[src/rtl/scan_mux.sv]
// Registered 2**M-to-1 channel mux with MANUAL select and SCAN auto-stepping over enabled channels.
// Optional macro SCAN_MUX_PARITY_EN adds a registered out_parity output.
module scan_mux #(
    parameter int M     = 3,
    parameter int W     = 8,
    parameter int DWELL = 4
) (
    input  logic                 clk,
    input  logic                 reset,
    input  logic                 mode,
    input  logic [M-1:0]         select,
    input  logic [(2**M)*W-1:0]  in,
    input  logic [2**M-1:0]      enable_mask,
    input  logic                 hold,
    output logic [W-1:0]         out,
    output logic [M-1:0]         out_sel,
    output logic                 out_valid,
`ifdef SCAN_MUX_PARITY_EN
    output logic                 out_parity,
`endif
    output logic                 wrap
);

    localparam int N  = 2**M;
    localparam int CW = (DWELL > 1) ? $clog2(DWELL) : 1;

    typedef enum logic {MANUAL, SCAN} state_t;

    state_t          state, state_nxt;
    logic [M-1:0]    ptr, ptr_nxt;
    logic [CW-1:0]   cnt, cnt_nxt;
    logic [M-1:0]    chan;
    logic            chan_vld;
    logic            wrap_nxt;
    logic [W-1:0]    chan_data;

    // first enabled index at base+first, base+first+1, ... modulo N; returns base if none found
    function automatic logic [M-1:0] find_enabled(input logic [N-1:0] mask,
                                                  input logic [M-1:0] base,
                                                  input int first);
        logic [M-1:0] res;
        logic [M-1:0] idx;
        logic         found;
        res   = base;
        found = 1'b0;
        for (int k = 0; k < N; k++) begin
            idx = base + M'(k + first);
            if (!found && mask[idx]) begin
                res   = idx;
                found = 1'b1;
            end
        end
        return res;
    endfunction

    always_comb begin
        state_nxt = mode ? SCAN : MANUAL;
        ptr_nxt   = ptr;
        cnt_nxt   = cnt;
        chan      = select;
        chan_vld  = enable_mask[select];
        wrap_nxt  = 1'b0;
        if (mode && state == MANUAL) begin
            ptr_nxt  = find_enabled(enable_mask, select, 0);
            cnt_nxt  = '0;
            chan     = ptr_nxt;
            chan_vld = enable_mask[ptr_nxt];
        end else if (mode) begin
            chan     = ptr;
            chan_vld = enable_mask[ptr];
            if (enable_mask == '0) begin
                chan_vld = 1'b0;
            end else if (!enable_mask[ptr] || (!hold && cnt == CW'(DWELL - 1))) begin
                // a disabled current channel forces the advance even under hold
                ptr_nxt  = find_enabled(enable_mask, ptr, 1);
                cnt_nxt  = '0;
                chan     = ptr_nxt;
                chan_vld = 1'b1;
                wrap_nxt = (ptr_nxt <= ptr);
            end else if (!hold) begin
                cnt_nxt = cnt + 1'b1;
            end
        end
    end

    assign chan_data = in[32'(chan) * W +: W];

    always_ff @(posedge clk) begin
        if (reset) begin
            state      <= MANUAL;
            ptr        <= '0;
            cnt        <= '0;
            out        <= '0;
            out_sel    <= '0;
            out_valid  <= 1'b0;
            wrap       <= 1'b0;
`ifdef SCAN_MUX_PARITY_EN
            out_parity <= 1'b0;
`endif
        end else begin
            state      <= state_nxt;
            ptr        <= ptr_nxt;
            cnt        <= cnt_nxt;
            out        <= chan_vld ? chan_data : '0;
            out_sel    <= chan;
            out_valid  <= chan_vld;
            wrap       <= wrap_nxt;
`ifdef SCAN_MUX_PARITY_EN
            out_parity <= chan_vld ? ^chan_data : 1'b0;
`endif
        end
    end

endmodule

[config.mk]
export PLATFORM = sky130hd
export DESIGN_NAME = scan_mux
export DESIGN_NICKNAME = d
export VERILOG_FILES = /design/src/rtl/scan_mux.sv
export SDC_FILE = /design/constraint.sdc
export NUM_CORES = 1
export LEC_CHECK = 0
export CORE_MARGIN = 2
export CORE_UTILIZATION = 50
export CTS_CLUSTER_SIZE = 12
export DETAILED_ROUTE_END_ITERATION = 10
export PLACE_DENSITY = 0.83
export SKIP_LAST_GASP = 1
export SYNTH_ARGS = -nofsm -noshare
export SYNTH_HDL_FRONTEND = slang
export SYNTH_SLANG_ARGS = --single-unit
[constraint.sdc]
create_clock -name clk -period 7.4 [get_ports clk]
set_input_delay 1.48 -clock clk [delete_from_list [all_inputs] [get_ports clk]]
set_output_delay 1.48 -clock clk [all_outputs]
set_load 0.02 [all_outputs]
== After elaboration in Yosys (flattened, before gate mapping) ==
Index checks and enable logic that the tools add are counted.

* Flip-flop bits (word level): 19
* Word-level logic and storage cells: 203

* Add/subtract/negate cells: 15
* $lt $le $gt $ge: 18
* Equality and inequality tests: 2
* Shift operators: 1
* Multiplexer cells: 116
* Bitwise operators: 5
* Reductions and logical operators: 39

{| class="wikitable"
|+ Operators with widths
! kind !! number
|-
| 2-to-1 mux 3 bit || 26
|-
| 2-to-1 mux 1 bit || 71
|-
| less-than comparator 3 x 4 -> 1 bit, second input constant || 17
|-
| variable part select 64 x 7 -> 8 bit || 1
|-
| binary-select mux 1 bit (select 3 bit) || 17
|-
| adder 3 bit, second input constant || 8
|-
| logical AND 1 bit || 16
|-
| logical NOT 1 bit || 16
|-
| adder 3 x 2 -> 3 bit, second input constant || 4
|-
| logical NOT 8 bit || 1
|-
| adder 3 x 1 -> 3 bit, second input constant || 2
|-
| inverter 1 bit || 5
|-
| OR reduction 5 bit || 1
|-
| 2-to-1 mux 2 bit || 2
|-
| OR reduction 2 bit || 2
|-
| <= comparator 3 bit || 1
|-
| AND reduction 3 bit || 1
|-
| adder 2 x 1 -> 2 bit, second input constant || 1
|-
| equality test 2 bit, second input constant || 1
|-
| inequality test 2 x 1 -> 1 bit, second input constant || 1
|-
| nonzero test 2 bit || 1
|-
| logical OR 1 bit || 1
|}

== Logic depth before layout (Yosys ltp) ==
* Depth after elaboration: 62
* Mapped depth: 18
* Mapped depth without buffers: 15

== Worst setup path before layout ==
OpenSTA, ideal clock, no wires.

* Path type: input -> register
* From: input port select[1]
* To: register out[4]
* Setup time: 117 ps
* Data arrival time: 5543 ps
* Required time: 7283 ps
* Slack: 1740 ps
* Stages on the path: 15
* Buffers on the path: 3
* Cell sequence: buf_2 -> clkinv_1 -> ha_1 -> buf_6 -> mux2_4 -> mux4_2 -> o32a_4 -> nor4_4 -> nor3_1 -> xnor2_2 -> mux2i_2 -> mux2i_4 -> buf_6 -> mux4_1 -> a22o_1

* Cells in the longest elaborated chain, start to end: 37
* Elaborated cells between the ends (all ways): 68

{| class="wikitable"
|+ Ends and longest elaborated chain
! item !! line !! source
|-
| from (decl) || 11 || <nowiki>input logic [M-1:0] select,</nowiki>
|-
| parallel branches: the longest is 37 deep, another holds adder 3 x 1 -> 3 bit || n/a ||
|-
| to (signal assigned) || 104 || <nowiki>out <= chan_vld ? chan_data : '0;</nowiki>
|-
| to (decl) || 15 || <nowiki>output logic [W-1:0] out,</nowiki>
|}

Several ways; the timed one is not identified. The select of a mux whose other input is x is not followed.
A chain may end at the register's enable or synchronous reset.

== Worst setup path in the final report ==
* From: input port select[1]
* To: register out[6]

The elaborated chain is that of the path after synthesis.

==> key figures <==
Status
  – Run status: completed

Layout
  – Layout Area Growth over Synthesis: 27.8%
  – Fraction of final layout cells sized beyond drive strength 1: 16.8%
  – Leading cell type in the layout, fill and taps excluded: sky130_fd_sc_hd__clkdlybuf4s50_1
  – Diodes inserted: 0
  – Final core area utilization: roughly 66%
  – Net total in the final layout: 470
  – Top library cells by usage in the layout, fill and taps aside: sky130_fd_sc_hd__clkdlybuf4s50_1 (91), sky130_fd_sc_hd__mux4_2 (25), sky130_fd_sc_hd__nand2_1 (21)
  – Count of filler cells inserted in the layout: 506

Synthesis
  – Top cells by area, synth: sky130_fd_sc_hd__mux4_2 (17%), sky130_fd_sc_hd__mux4_1 (13%), sky130_fd_sc_hd__dfxtp_1 (12%), sky130_fd_sc_hd__mux2i_1 (3.4%), sky130_fd_sc_hd__ha_1 (3.1%)
  – Count of distinct cell types in the synthesized netlist: 73
  – Yosys reg bits: 19
  – Average instance area after synthesis: 10.6 um2
  – Sequential element share of the synthesized area: a little under an eighth
  – Synth Flop Type: sky130_fd_sc_hd__dfxtp_1
  – Share of synthesized registers carrying an async set or reset: 0%
  – Number of warning messages in the yosys log: 0
  – Number of instances in the synthesized netlist: 307
  – Post-synth EDFFs: 0
  – Post-synthesis net count: between 300 and 400
  – Cell type with the highest aggregate area in the netlist: sky130_fd_sc_hd__mux4_2
  – Area share of the largest cell type after synthesis: 17.4%
  – Synth Cell Area: about 0.0032 mm2

STA
  – Total negative slack: 0 ns
  – Setup repair after global routing missed its margin: false
  – Slew at the pin closest to its max-slew limit: about 0.79 ns
  – Final period demand of the worst path: 6.41 ns
  – Worst hold slack: 0.579 ns
  – Final hold vios: 0
  – Maximum achievable frequency: ~160 MHz
  – Period utilisation layout: 86.6%
  – Worst-case headroom to the max-slew limit: between 40% and 50%
  – Final setup skew: 0.00147 ns
  – Final setup slack of the worst path: 0.989 ns
  – Setup violators final: 0
  – Number of pins with negative max-slew slack in the final report: 0

Floorplan
  – Placement Rows: 29
  – Overall die width: ~85 um
  – I/O pin cnt: 92
  – Area of the core region: ~0.0063 mm2
  – Die ar.: 0.00714 mm2
  – Die Ht: 84.5 um
  – Initial standard-cell utilization of the core: 51.3%

Clock network
  – Clock Latency Late Sink: 0.25 ns
  – Root Buffer Master: sky130_fd_sc_hd__clkbuf_8
  – CTS Buffer Depth: 2
  – CTS Hold Bufs: 0
  – Number of setup buffers added after CTS: 0
  – TritonCTS clock tree: yes
  – Cells resized by post-CTS repair: 0
  – Number of sinks on the clock net: 19
  – Total clock buffers created by CTS: 3
  – H-Tree Level Count: 1
  – CTS clk-pin slew, worst paths: 0.07 ns

GRT
  – Wire length of the first global-routing pass: approximately 14000 um
  – Vias in the first global route: around 3000
  – Number of antenna violations at the first check in global routing: 0
  – Global-route congestion overflow total: 0
  – Pin count of the biggest net entering global routing: 22
  – Total GRT Usage: between 20 and 25%

Detailed routing
  – Residual antenna-violating net count after detailed routing: 0
  – Routed wire length: 8810 um
  – Drt pass-1 iters: 4
  – Initial detailed-routing violation count: 194
  – Wire length per cell after detailed routing: 19.2 um
  – Post-detailed-route via-to-cell ratio: between 6 and 7
  – DRC violations left: 0
  – Detailed-route via count: 3017

Critical path
  – Crit end category: register
  – CP max stage delay: 0.66 ns
  – Cell-by-cell listing of the critical path: clkdlybuf4s50_1 -> clkinv_1 -> ha_1 -> mux2_2 -> mux4_2 -> o32a_4 -> nor4_4 -> nor3_1 -> xnor2_2 -> mux2i_2 -> mux2i_4 -> mux4_1 -> a22o_1
  – Biggest fanout along the worst timing path: 17
  – Required time at the worst-slack endpoint: 7.54 ns
  – Arrival @ worst endpoint: 6.55 ns
  – Slowest cell on crit path: sky130_fd_sc_hd__ha_1
  – Kind of critical path: in -> reg
  – Startpoint class of the critical path: primary input

Power and ir drop
  – Combinational group share of total power: 70.8%
  – Worst supply voltage drop on vdd: 0.0986 mV
  – Switching power share of the total: 41.0%
  – Share of total power in the clock network: 10.0%
  – Register share of total power: 19.3%
  – Power Total: approximately 0.69 mW
  – Leakage power: 1.52 nW
  – Switch Pwr: around 0.28 mW
  – Int Power: 0.405 mW
  – P per Cell Area: around 170 mW/mm2

Placed design
  – Estimated wirelength of the detail-placed design: a little under 7000 um
  – Worst-case setup slack after placement: 0.784 ns
  – GP Congestion: around 0.95
  – Port bufs: ~90

Hold path
  – Path type of the worst min-delay path: reg -> reg

Flow run
  – Maxcap violations: 0
-- stage by stage --
step / cells / instance area, um2
2_1_floorplan: 307 / 3240
3_5_place_dp: 455 / 4100
4_1_cts: 459 / 4140
3_3_place_gp: 455 / 4100
5_1_grt: 459 / 4140
6_report: 459 / 4140
-- kinds of logic after synthesis --
kind of cell | Yosys count | share of synthesized area (%)
fa+ha+maj | 8 | 3.09
xor+xnor | 9 | 2.66
compound gates | 84 | 22.2
simple gates | 82 | 13.2
flops | 19 | 11.7
mux | 66 | 39.7
buf+inv | 39 | 7.45
-- critical path, delay by kind of cell --
family / cells / cell delay (ns)
buffers and inverters: 2 / 0.70
XOR/XNOR: 1 / 0.21
AO/OA/AOI/OAI: 2 / 0.68
multiplexers: 5 / 2.34
adder cells (fa/ha/maj): 1 / 0.66
AND/OR/NAND/NOR: 2 / 0.47
-- final timing paths --
check | slack [ns] | cells after the start | start | end
setup reg to reg | 2.42 | 12 | ptr[0] | out[6]
setup / recovery | 0.99 | 13 | select[1] | out[6]
hold reg to reg | 0.58 | 2 | cnt[0] | cnt[0]
hold / removal | 0.58 | 2 | cnt[0] | cnt[0]
-- power by group through the flow --
stage	Sequential (mW)	Combinational (mW)	Clock (mW)
2_1_floorplan	0.137	0.360	0
3_3_place_gp	0.134	0.468	0
3_5_place_dp	0.135	0.482	0
4_1_cts	0.132	0.483	0.0705
5_1_grt	0.134	0.523	0.0751
6_report	0.132	0.486	0.0684
-- flip-flops by register name (all words and copies together) (netlist names) --
register,cells
cnt,2
state,1
wrap,1
ptr,3
out_valid,1
out_sel,3
out,8
-- metal layers --
layer | track usage (%) | up-vias | part of all wire [%]
li1 | - | 1393 | -
met1 | 29.3 | 1451 | 38
met2 | 45.5 | 154 | 53
met3 | 3.15 | 19 | 6.8
met4 | 7.65 | 0 | 2.4
met5 | 0 | - | 0
-- synth_stat cells, types with 6 or more instances --
master / number
sky130_fd_sc_hd__mux4_2: 25
sky130_fd_sc_hd__o21ai_0: 6
sky130_fd_sc_hd__mux4_1: 16
sky130_fd_sc_hd__mux2i_1: 11
sky130_fd_sc_hd__clkbuf_1: 7
sky130_fd_sc_hd__nor3_1: 9
sky130_fd_sc_hd__nor2_1: 20
sky130_fd_sc_hd__a21oi_1: 13
sky130_fd_sc_hd__dfxtp_1: 19
sky130_fd_sc_hd__nand2_1: 21
sky130_fd_sc_hd__buf_6: 8
sky130_fd_sc_hd__inv_1: 11
sky130_fd_sc_hd__nand2b_1: 8
sky130_fd_sc_hd__a22o_1: 11
sky130_fd_sc_hd__ha_1: 8
sky130_fd_sc_hd__mux2_2: 8
-- area by class of cell --
cell class                      count  area, um2  share of cell area (%)
Inverter                           14       52.6                    1.27
Tap cell                           77       96.3                    2.33
Multi-Input combinational cell    249       2620                    63.2
Clock buffer                        4       45.0                    1.09
Sequential cell                    19        380                    9.18
Timing Repair Buffer               96        948                    22.9
Power figures use the tool's default switching activity.
